==> config.mk <==
export PLATFORM = sky130hd
export DESIGN_NAME = serial_mag_compare
export DESIGN_NICKNAME = d
export VERILOG_FILES = /design/src/rtl/serial_mag_compare.sv
export SDC_FILE = /design/constraint.sdc
export NUM_CORES = 1
export LEC_CHECK = 0
export ABC_AREA = 1
export BUFFER_PORTS_ARGS = -buffer_cell sky130_fd_sc_hd__buf_2
export CAP_MARGIN = 20
export CORE_AREA = 2 2 39 41
export DETAILED_ROUTE_END_ITERATION = 8
export DIE_AREA = 0 0 41 43
export GPL_TIMING_DRIVEN = 0
export HOLD_SLACK_MARGIN = 0.1
export PLACE_DENSITY = 0.57
export SLEW_MARGIN = 20
export SYNTH_ARGS = -nofsm -noshare
export SYNTH_HDL_FRONTEND = slang
export SYNTH_SLANG_ARGS = --single-unit
==> constraint.sdc <==
create_clock -name clk -period 2.8 [get_ports clk]
set_input_delay 0.56 -clock clk [delete_from_list [all_inputs] [get_ports clk]]
set_output_delay 0.56 -clock clk [all_outputs]
set_load 0.05 [all_outputs]
==> src/rtl/serial_mag_compare.sv <==
// ============================================================================
// Module   : serial_mag_compare
// Brief    : Bit-serial magnitude comparator. It takes MSB-first per-bit compare
//            flags and returns a word verdict (A==B, A>B, A<B) over valid/ready.
//            The optional flag-consistency checker is enabled by SMC_CHECK_EN.
// Revision : 1.0 - initial release
// ============================================================================
`default_nettype none

module serial_mag_compare #(
    parameter int  WIDTH = 8,
    localparam int CNT_W = ($clog2(WIDTH) > 0) ? $clog2(WIDTH) : 1
) (
    input  logic             clk,
    input  logic             rst_n,
    input  logic             in_valid,
    output logic             in_ready,
    input  logic             bit_eq,
    input  logic             bit_ne,
    input  logic             bit_gt,
    input  logic             bit_lt,
    output logic             out_valid,
    input  logic             out_ready,
    output logic             res_eq,
    output logic             res_gt,
    output logic             res_lt,
    output logic [CNT_W-1:0] beat_cnt,
    output logic             flag_err
);

    localparam logic [CNT_W-1:0] C_LAST = CNT_W'(WIDTH - 1);

    typedef enum logic [1:0] {
        S_IDLE = 2'd0,
        S_SCAN = 2'd1,
        S_DONE = 2'd2
    } state_t;

    state_t           r_state;
    state_t           w_state_nxt;
    logic [CNT_W-1:0] r_beat_cnt;
    logic             r_decided;
    logic             r_dir_gt;
    logic             w_accept;
    logic             w_last;
    logic             w_decided_eff;

    assign w_accept = in_valid & (r_state != S_DONE);
    assign w_last   = (r_beat_cnt == C_LAST);
    // The first beat of a word starts from a clean slate. A verdict from an
    // earlier word must not carry over.
    assign w_decided_eff = r_decided & (r_state != S_IDLE);
    assign beat_cnt = r_beat_cnt;

    always_ff @(posedge clk or negedge rst_n) begin
        if (!rst_n) begin
            r_state <= S_IDLE;
        end else begin
            r_state <= w_state_nxt;
        end
    end

    always_comb begin
        w_state_nxt = r_state;
        in_ready    = 1'b0;
        out_valid   = 1'b0;
        res_eq      = 1'b0;
        res_gt      = 1'b0;
        res_lt      = 1'b0;
        case (r_state)
            S_IDLE, S_SCAN: begin
                in_ready = 1'b1;
                if (in_valid) begin
                    w_state_nxt = w_last ? S_DONE : S_SCAN;
                end
            end
            S_DONE: begin
                out_valid = 1'b1;
                res_gt    = r_decided & r_dir_gt;
                res_lt    = r_decided & ~r_dir_gt;
                res_eq    = ~r_decided;
                if (out_ready) begin
                    w_state_nxt = S_IDLE;
                end
            end
            default: w_state_nxt = S_IDLE;
        endcase
    end

    // The first differing bit pair (the MSB) locks the direction. If gt and
    // lt are both high on the same beat, GT wins.
    always_ff @(posedge clk or negedge rst_n) begin
        if (!rst_n) begin
            r_beat_cnt <= '0;
            r_decided  <= 1'b0;
            r_dir_gt   <= 1'b0;
        end else if (w_accept) begin
            r_beat_cnt <= w_last ? '0 : r_beat_cnt + 1'b1;
            if (!w_decided_eff && (bit_gt || bit_lt)) begin
                r_decided <= 1'b1;
                r_dir_gt  <= bit_gt;
            end else begin
                r_decided <= w_decided_eff;
            end
        end
    end

`ifdef SMC_CHECK_EN
    logic r_flag_err;
    logic w_flag_bad;

    assign w_flag_bad = (({1'b0, bit_eq} + {1'b0, bit_gt} + {1'b0, bit_lt}) != 2'd1)
                      | (bit_ne != ~bit_eq);

    always_ff @(posedge clk or negedge rst_n) begin
        if (!rst_n) begin
            r_flag_err <= 1'b0;
        end else if (w_accept && w_flag_bad) begin
            r_flag_err <= 1'b1;
        end
    end

    assign flag_err = r_flag_err;
`else
    logic w_unused_flags;
    assign w_unused_flags = bit_eq ^ bit_ne;
    assign flag_err = 1'b0;
`endif

endmodule

`default_nettype wire
# Word-level counts from Yosys, hierarchy flattened

Cells that the tools add are included.

Bits in registers: 7
Input port bits: 8
Output and inout port bits: 9
Logic and storage cells: 36

Add/subtract/negate cells: 1
Equal/unequal tests: 6
Multiplexer cells: 11
Bitwise operators: 6
Reductions and logical operators: 8

Operator list:

| kind                  | number |
|---|---|
| $mux W1               | 6 |
| $mux W2               | 3 |
| $ne A2 B2 Y1 const B  | 3 |
| $and A1 B1 Y1         | 4 |
| $pmux W2 S2           | 1 |
| $reduce_and A2 Y1     | 2 |
| $add A3 B1 Y3 const B | 1 |
| $eq A3 B3 Y1 const B  | 1 |
| $mux W3               | 1 |
| $eq A2 B1 Y1 const B  | 1 |
| $eq A2 B2 Y1 const B  | 1 |
| $logic_not A2 Y1      | 1 |
| $not A1 Y1            | 2 |
| $reduce_bool A2 Y1    | 1 |
| $reduce_or A2 Y1      | 1 |
| $logic_and A1 B1 Y1   | 1 |
| $logic_not A1 Y1      | 1 |
| $logic_or A1 B1 Y1    | 1 |

# Depth between registers and ports, before layout

Gate-level depths: netlist of the first run.

Word-level depth: 5
Mapped depth: 6

# Worst setup path after synthesis of the first run

OpenSTA, ideal clock, no wires.

Path type: register to output
Start point: register r_state[0]
End point: output res_lt
Arrival time: 1598 ps
Data required time: 2240 ps
Path slack: 642 ps
Stages on the path, launching flop included: 4
Buffers on the path: 0
Path through: dfrtp_1 > inv_2 > nand2_4 > nor3_1

Cells in the longest elaborated chain, start to end: 2

RTL lines:

| what                   | line | source |
|---|---|---|
| start, declared        | 39   | `state_t r_state;` |
| start signal, assigned | 59   | `r_state <= w_state_nxt;` |
| $eq A2 B2 Y1           | 70   | `case (r_state)` |
| $mux W1                | 70   |  |
| end, declared          | 26   | `output logic res_lt,` |

Every way passes these cells.

# Worst setup path after layout of the first run

Start point: register r_state[1]
End point: output res_lt

Same word-level chain as after synthesis.

==> summary by stage, run 1 <==
Run status
The run finished with clean final reports.

STA
Based on the critical path, the design can be clocked at up to roughly 0.55 GHz. Setup repair after global routing left no endpoint under its margin. The minimum period implied by the final worst setup slack is approximately 1.8 ns.

The count of final setup violators is 0. The clock tree skew after final layout is 0.00227 ns. Of the available clock period, the critical path in the final layout requires between 60% and 70%.

The tightest hold margin is 0.137 ns. The number of hold-slack violations in the final timing report is 0. The count of final max-slew check failures was 0. The final total negative setup slack is 0 ns.

Yosys
During synthesis, Yosys emitted a total of 0 warnings. The distinct cell type count after synthesis is 17. After technology mapping, the gate count stands at 47. The average cell area after synthesis is 8.28 um^2. Counting flops and latches in the post-synthesis netlist gives 7. Sequential cells were found to cover 45.0% of the synthesized design area.

The netlist area before placement is 389 um^2. The post-synth net total is 57.

Clock tree
The maximum buffer depth of the clock tree is 2. The number of sinks driven by the clock tree is 7. The depth of the CTS H-tree is 1.

Hold repair after CTS inserted 0 buffers. The number of gates resized after CTS is 0. The clock-pin slew of the registers on the worst-case setup and hold paths is around 0.05 ns. The root buffer cell chosen for the clock tree is clkbuf_4.

The post-CTS setup-driven buffer insertion count is 0. The clock tree from TritonCTS is yes. Clock tree synthesis inserted a total of 3 buffers. The insertion delay of the later-clocked pin in the worst-skew pair is about 0.25 ns.

Detailed routing
The per-cell via count in the routed design is 4.39. The total wire length is about 720 um. The number of nets with antenna violations after detailed routing is 0. Dividing the detail-routed wire length by the instance count gives 8.98 um. For this run, design rule violations remaining after detail routing come to 0. The first detailed-routing pass ran for 3 iterations. The detailed router placed 351 vias in this run. In this run, the number of DRC markers left after iteration 0 of detailed routing was 6.

GRT
The number of global-route vias before repair is 309. The initial antenna violation count is 0. The total congestion overflow after global routing is 0.

The first-pass GRT wire length is approximately 1200 um. The largest net degree at the start of global routing is 8. Across every metal layer, demand over resource in global routing totals 10.2%.

Die
In this run the count of I/O pins placed on the die edge is 17. Once the floorplan was initialized, standard cells occupied 28.1% of the core. The width of the die is 41 um. The die covers ~1800 um^2.

The core region area is 1380 um^2. The die is 43 um tall. The standard-cell row count is 14.

Run
The number of max-capacitance violations reported is 0.

Setup path
The startpoint kind of the worst setup timing path is a flop. The critical path starts at r_state[1]. The startpoint identified for the worst register-to-register timing path is beat_cnt[0]. The worst reg-to-reg setup slack is 1.62 ns. The depth of the most critical reg-to-reg path is 3. The slowest stage of the critical path is the dfrtp_1 cell. The delay contributed by the slowest stage of the critical path is 0.47 ns. The number of buffers and inverters on the critical path is 1.

The endpoint of the worst setup timing path is res_lt. Along the worst path, the maximum fanout reaches 6. The critical path runs through a total of 3 cells. The worst setup path is captured at a primary output. Grouping stages by cell kind, the critical path spends the most delay in flip-flops.

The critical path arrival is 1.25 ns. The signal on the critical path passes through nand2_4, nor3_1, buf_2. The endpoint identified for the worst register-to-register timing path is r_state[0].

The worst endpoint required time is 2.24 ns. By startpoint and endpoint, the worst setup path is classified as flop to primary output.

Power and ir drop
The total power after layout is 0.000443 W. Summed over all cells, the static leakage comes to 0.288 nW. The worst-case IR drop observed on VDD is 418 uV. The power density over the cells is 885 nW/um^2.

Final layout
The final cell count without fillers is 80. The count of inserted antenna diode cells is 0. The fraction of layout cells with a size suffix above 1 is 35.9%. In the final layout, the multi-input gates occupy ~180 um^2. From synthesis to final layout, the design area changed by 28.6%. The sequential cells in the finished layout cover a total of 175 um^2. For this run, the post-layout net count is 75. Counting the fill cells in the layout gives 160.

Worst hold path
The class of the worst hold path is input port to asynchronous set/reset pin.

Place
The count of input and output buffers is 13. Routability-driven placement finished with a final weighted congestion of 0.636. The count of placed standard cells including taps is 76. Detailed placement finished with a half-perimeter wire length of 585 um.
## placed cells by master, fill, tap and decap left out, drive strengths merged
cell type,instances
dfrtp,7
nor2,4
o21ai,4
o22ai,1
ha,2
clkbuf,4
conb,1
nor3,2
o31ai,1
buf,14
inv,7
nand3,4
nand2,12
a21oi,1
## area by class of cell
class                      count  area share (%)
buffer                         1            1.50
clock buffer                   4            5.25
sequential                     7            35.0
multi-input combinational     32            36.0
timing repair buffer          13            13.0
tap                           16            4.00
inverter                       7            5.25
## state kept, by name, summed over array words and instances (netlist names)
signal and count:
beat_cnt 3, r_state 2, r_dir_gt 1, r_decided 1
## cell usage after synthesis (all sizes together)
cell type   n  area, um^2
o22ai       1        6.26
ha          2        25.0
buf         1        7.51
dfrtp       7         175
o21ai       4        23.8
nor2        4        15.0
nor3        2        10.0
conb        1        3.75
inv         7        26.3
nand2      12        60.1
o31ai       1        7.51
a21oi       1        8.76
nand3       4        20.0
## cells by family after synthesis
family	after synthesis	share of synthesized area (%)
AO/OA/AOI/OAI	7	11.9
adder cells (fa/ha/maj)	2	6.43
buffers and inverters	8	8.68
flip-flops	7	45.0
other	1	0.964
AND/OR/NAND/NOR	22	27.0
## worst min-delay path by stage
stage | from | to | slack [ns] | depth (start not counted)
floorplan | rst_n | beat_cnt[0] | 0.26 | 0
global placement | rst_n | r_state[1] | 0.41 | 1
global route | rst_n | r_state[1] | 0.14 | 1
finish | rst_n | r_state[1] | 0.14 | 1
detailed placement | rst_n | r_state[1] | 0.40 | 1
CTS | rst_n | r_state[1] | 0.14 | 1
## metrics by stage
stage | instance area (um^2) | setup slack [ns] | utilization (%)
finish | 500 | 0.988 | 36.2
global route | 500 | 0.894 | 36.2
CTS | 500 | 0.977 | 36.2
detailed placement | 474 | 1.25 | 34.3
global placement | 474 | 1.26 | 34.3
floorplan | 389 | 0.642 | -
## per-layer routing
| layer | up-vias | share of wire, % | global-route usage [%] |
|---|---|---|---|
| met5 | - | 0 | 0 |
| met1 | 149 | 49 | 13.6 |
| li1 | 185 | - | - |
| met2 | 15 | 40 | 14.1 |
| met3 | 2 | 9.5 | 3.14 |
| met4 | 0 | 1.9 | 6.00 |
## report_power, final
part	switching (W)	internal, W
Sequential	0.0000289	0.000134
Clock	0.0000352	0.0000542
Combinational	0.000137	0.0000544
(Power assumes the default switching activity.)
==> inputs of run 2 (changes only) <==
--- a/config.mk
+++ b/config.mk
@@ -5,7 +5,7 @@
 export SDC_FILE = /design/constraint.sdc
 export NUM_CORES = 1
 export LEC_CHECK = 0
-export ABC_AREA = 1
+export ABC_AREA = 0
 export BUFFER_PORTS_ARGS = -buffer_cell sky130_fd_sc_hd__buf_2
 export CAP_MARGIN = 20
 export CORE_AREA = 2 2 39 41
@@ -13,7 +13,7 @@
 export DIE_AREA = 0 0 41 43
 export GPL_TIMING_DRIVEN = 0
 export HOLD_SLACK_MARGIN = 0.1
-export PLACE_DENSITY = 0.57
+export PLACE_DENSITY = 0.56
 export SLEW_MARGIN = 20
 export SYNTH_ARGS = -nofsm -noshare
 export SYNTH_HDL_FRONTEND = slang
==> constraint.sdc (replaced) <==
create_clock -name clk -period 1.9 [get_ports clk]
set_input_delay 0.38 -clock clk [delete_from_list [all_inputs] [get_ports clk]]
set_output_delay 0.38 -clock clk [all_outputs]
set_load 0.05 [all_outputs]
==> run 2 against run 1 <==
Compared with the run above: first-iteration DRC count rose by 17%; combinational power is 110% higher; core utilization increased by 0.90 points; sequential share of layout area decreased by 0.85 points; clock power grew 53%; area after synthesis is 0.64% lower; sequential cell count stayed put; critical path depth grew 1; die area is the same; synthesized cell count shrank 23%; via count is 6.8% lower; clock skew grew 0.0028 ns; largest cell class unchanged.
==> summary by stage, run 2 <==
Yosys
By area the synthesized netlist is led by dfrtp_1 45%, mux2_4 12%, ha_1 6.5%. The proportion of synthesized flip-flops having asynchronous set or reset is 100%. The mapped netlist covers around 390 um^2. The synthesized design contains 0 enable-type register cells. The number of nets in the synthesized netlist is 46. The commonest cells after synthesis are 7 x dfrtp_1, 3 x inv_1, 3 x mux2_4, 3 x nand2_1, 3 x nor2_1.

In this run, distinct cell masters in the synthesized netlist total 20. The most used flip-flop cell after synthesis is dfrtp_1. The post-synthesis sequential area ratio is 45.3%. The multiplexer share of the synthesized area is roughly an eighth. The largest family of logic cells by synthesized area is simple AND/OR/NAND/NOR gates. In this run the biggest area consumer among cell types represents 45.3% of the synthesized area.

After synthesis the netlist holds a flip-flop and latch count of 7. The synthesized netlist devotes around 6.5% of its cell area to adder and majority cells. In this run the mean area of a mapped cell was 10.7 um^2. In the post-synthesis netlist, the cell with the most instances is dfrtp_1.

The number of synthesis warnings is 0. The xor-xnor portion of the synthesized cell area is 0%. The number of instances in the synthesized netlist is 36. The post-synthesis cell type with the largest combined area is dfrtp_1. The synthesized netlist devotes 10.0% of its cell area to compound gates. The simple-gate area share of the yosys netlist is 20.7%.

STA
Setup repair after global routing left no endpoint under its margin. The final total negative setup slack is 0 ns. The minimum period implied by the final worst setup slack is roughly 1.7 ns. The count of final setup violators is 0.

The number of hold-slack violations in the final timing report is 0. The count of final max-slew check failures is 0. The portion of the clock cycle consumed by the worst path in the final layout is 89.6%.

The fmax is 0.587 GHz. Hold is met by 0.319 ns. The clock tree skew after final layout is ~0.005 ns.

Setup path
The top cell family by delay on the critical path is flip-flops. At the worst endpoint, the arrival time is 1.32 ns. The worst reg-to-reg setup slack is 0.63 ns.

For the worst flop-to-flop path, the logic depth is 3. In this run the critical register-to-register path is launched from beat_cnt[0]. The startpoint kind of the worst setup timing path is a flop. The number of cells on the critical path is 4. The peak fanout along the critical path is 6. The worst setup path is captured at a primary output.

The delay contributed by the slowest stage of the critical path is approximately 0.4 ns. The critical-path cell with the highest stage delay is dfrtp_1. The worst endpoint required time is 1.52 ns. The critical path is of the flop to primary output type.

Walking the worst path, the cells encountered are nand2b_4, inv_1, and3_1, buf_2. The worst register-to-register path ends at beat_cnt[2]. The worst path buffer plus inverter count is 2.

Die
For this configuration, the core starts out at a cell density of between 20% and 30%. The standard-cell row count is 14. The boundary pin count is 17. The width of the die is 41 um.

The die extent in y is 43 um. The core region area is 1380 um^2. The die covers 1760 um^2.

Clock tree
The number of clock buffers inserted by TritonCTS is 3. Counting along the longest clock path gives a buffer depth of 2. In this run the clock root is driven by a clkbuf_4. The insertion delay of the later-clocked pin in the worst-skew pair is between 0.2 and 0.3 ns. The clock-pin slew of the registers on the worst-case setup and hold paths is 0.06 ns. The clock net in this run drives a total of 7 sinks. The clock tree from TritonCTS is yes. The depth of the CTS H-tree is 1. Once the clock tree was built, the setup fixing pass inserted 0 buffers.

Place
Detailed placement finished with a half-perimeter wire length of 589 um. The final estimated routing congestion in global placement is 0.704. Port buffering added 13 buffers. Once placement finished, the instance area stood at 477 um^2.

Run status
The flow ran to the end, and the final reports show no timing, DRC or antenna violations.

Power and ir drop
The standby leakage power is 0.277 nW. The total internal power is 0.000460 W. Of the total power, the share spent switching nets is roughly 44%. Of the total power, the clock network draws between 10% and 20%. Per report_power, the sequential group accounts for 33.3% of the total. The maximum vdd ir drop is 622 uV. The power density over the cells is 1590 nW/um^2. For this design the total switching power over the nets is between 0.0003 and 0.0004 W. The part of the total power dissipated in combinational logic is 49.9%.

Detailed routing
The wire length on met1 is 348 um. The total wire length is 786 um. After detailed routing, the met2 layer carries 372 um of wire.

The routed design uses 53 um of met3 wire. The detail route stage leaves a number of antenna-violating nets equal to 0. The average wire per standard cell is approximately 11 um. The post-route DRC violation count is 0. The highest metal layer used by the detailed router is met4. Summing over every cut layer, the via total after detailed routing is 327.

The first detailed-routing pass took 3 iterations. The initial detailed-routing violation count is 7. Dividing the detail-routed via count by the number of cells gives approximately 4.7.

Worst hold path
The tightest min-delay check is of the input port to flop type. The end point of the worst hold path is r_state[1]. The origin of the worst min-delay path is out_ready. The number of cells on the worst hold path is 2.

Final layout
The most frequent standard cell in the layout excluding fill and tap cells is buf_2. The area growth from synthesis to final layout is 32.7%. Once layout is complete, the utilization of the core stands at between 30% and 40%. In the layout the commonest cells are 13 x buf_2, 7 x dfrtp_1. Fill cells in the final layout number 150. The net count of the finished layout is 65. Cells with a size suffix above 1 make up 42.6% of the layout.

The number of flip-flops in the largest register is 3. The final instance area is 513 um^2. The repair_antennas step left the layout with diodes totalling 0.

Run
The number of max-capacitance violations reported is 0.

GRT
The aggregate global-route resource usage is a little over a tenth. The first global-routing pass estimated between 1000 and 1500 um of wire. The number of global-route vias before repair came to 310. After global routing the overflow that remains totals 0. The initial antenna violation count is 0. Entering global routing, the biggest net connects 8 pins.
## run 2: cell count changes in the layout (fill, tap and decap cells not counted), sizes merged, moves of 2 or more
cell / delta
nand2: -8
inv: -4
nand3: -4
mux2: +3
o21ai: -2
## run 2: worst register-to-register path, stage by stage (launching register included)
cell     delay, ns
dfrtp_1       0.40
ha_1          0.21
ha_1          0.27
mux2_4        0.27
## run 2: power groups by stage
| stage | Sequential, W | Clock (W) | Combinational (W) |
|---|---|---|---|
| 6_report | 0.000273 | 0.000137 | 0.000408 |
| 5_1_grt | 0.000281 | 0.000152 | 0.000437 |
| 4_1_cts | 0.000274 | 0.000144 | 0.000414 |
| 3_5_place_dp | 0.000276 | 0 | 0.000410 |
| 3_3_place_gp | 0.000273 | 0 | 0.000402 |
| 2_1_floorplan | 0.000382 | 0 | 0.000215 |
## run 2: area by class of cell
class | count | area, um^2 | area share, %
buffer | 1 | 7.51 | 1.46
clock buffer | 4 | 26.3 | 5.12
inverter | 3 | 11.3 | 2.20
multi-input combinational | 25 | 198 | 38.5
sequential | 7 | 175 | 34.1
tap | 16 | 20.0 | 3.90
timing repair buffer | 14 | 75.1 | 14.6
## run 2: how the worst max path moves through the flow
stage	startpoint	endpoint	slack (ns)
floorplan	r_state[0]	res_gt	0.10
finish	r_state[0]	res_gt	0.20
detailed placement	r_state[0]	res_gt	0.47
global route	r_state[1]	res_gt	0.12
CTS	r_state[0]	res_gt	0.19
global placement	r_state[1]	res_gt	0.49
## run 2: kinds of logic (layout without fill, tap and decap cells)
family / count (synthesis) / after routing
DFF: 7 / 7
other: 1 / 1
AOI/OAI and AO/OA: 6 / 6
adders and majority gates: 2 / 2
buffers and inverters: 4 / 22
and+or+nand+nor: 13 / 13
muxes: 3 / 3
## run 2: metrics by stage
stage | power (W) | setup WS, ns | cells
6_report | 0.000818 | 0.198 | 70
5_1_grt | 0.000870 | 0.121 | 70
4_1_cts | 0.000833 | 0.187 | 70
3_5_place_dp | 0.000685 | 0.470 | 65
3_3_place_gp | 0.000675 | 0.487 | 65
2_1_floorplan | 0.000597 | 0.105 | 36
## run 2: per-layer routing
| metal | global-route usage [%] | up-vias |
|---|---|---|
| met5 | 0 | - |
| met4 | 6.00 | 0 |
| met3 | 4.71 | 2 |
| met2 | 15.0 | 10 |
| met1 | 12.9 | 155 |
| li1 | - | 160 |
## run 2: what timing repair did
action,in CTS,in global routing
hold endpoints to repair,7,0
resized for setup,0,0
hold buffers,1,0
endpoints found under the setup margin,0,0
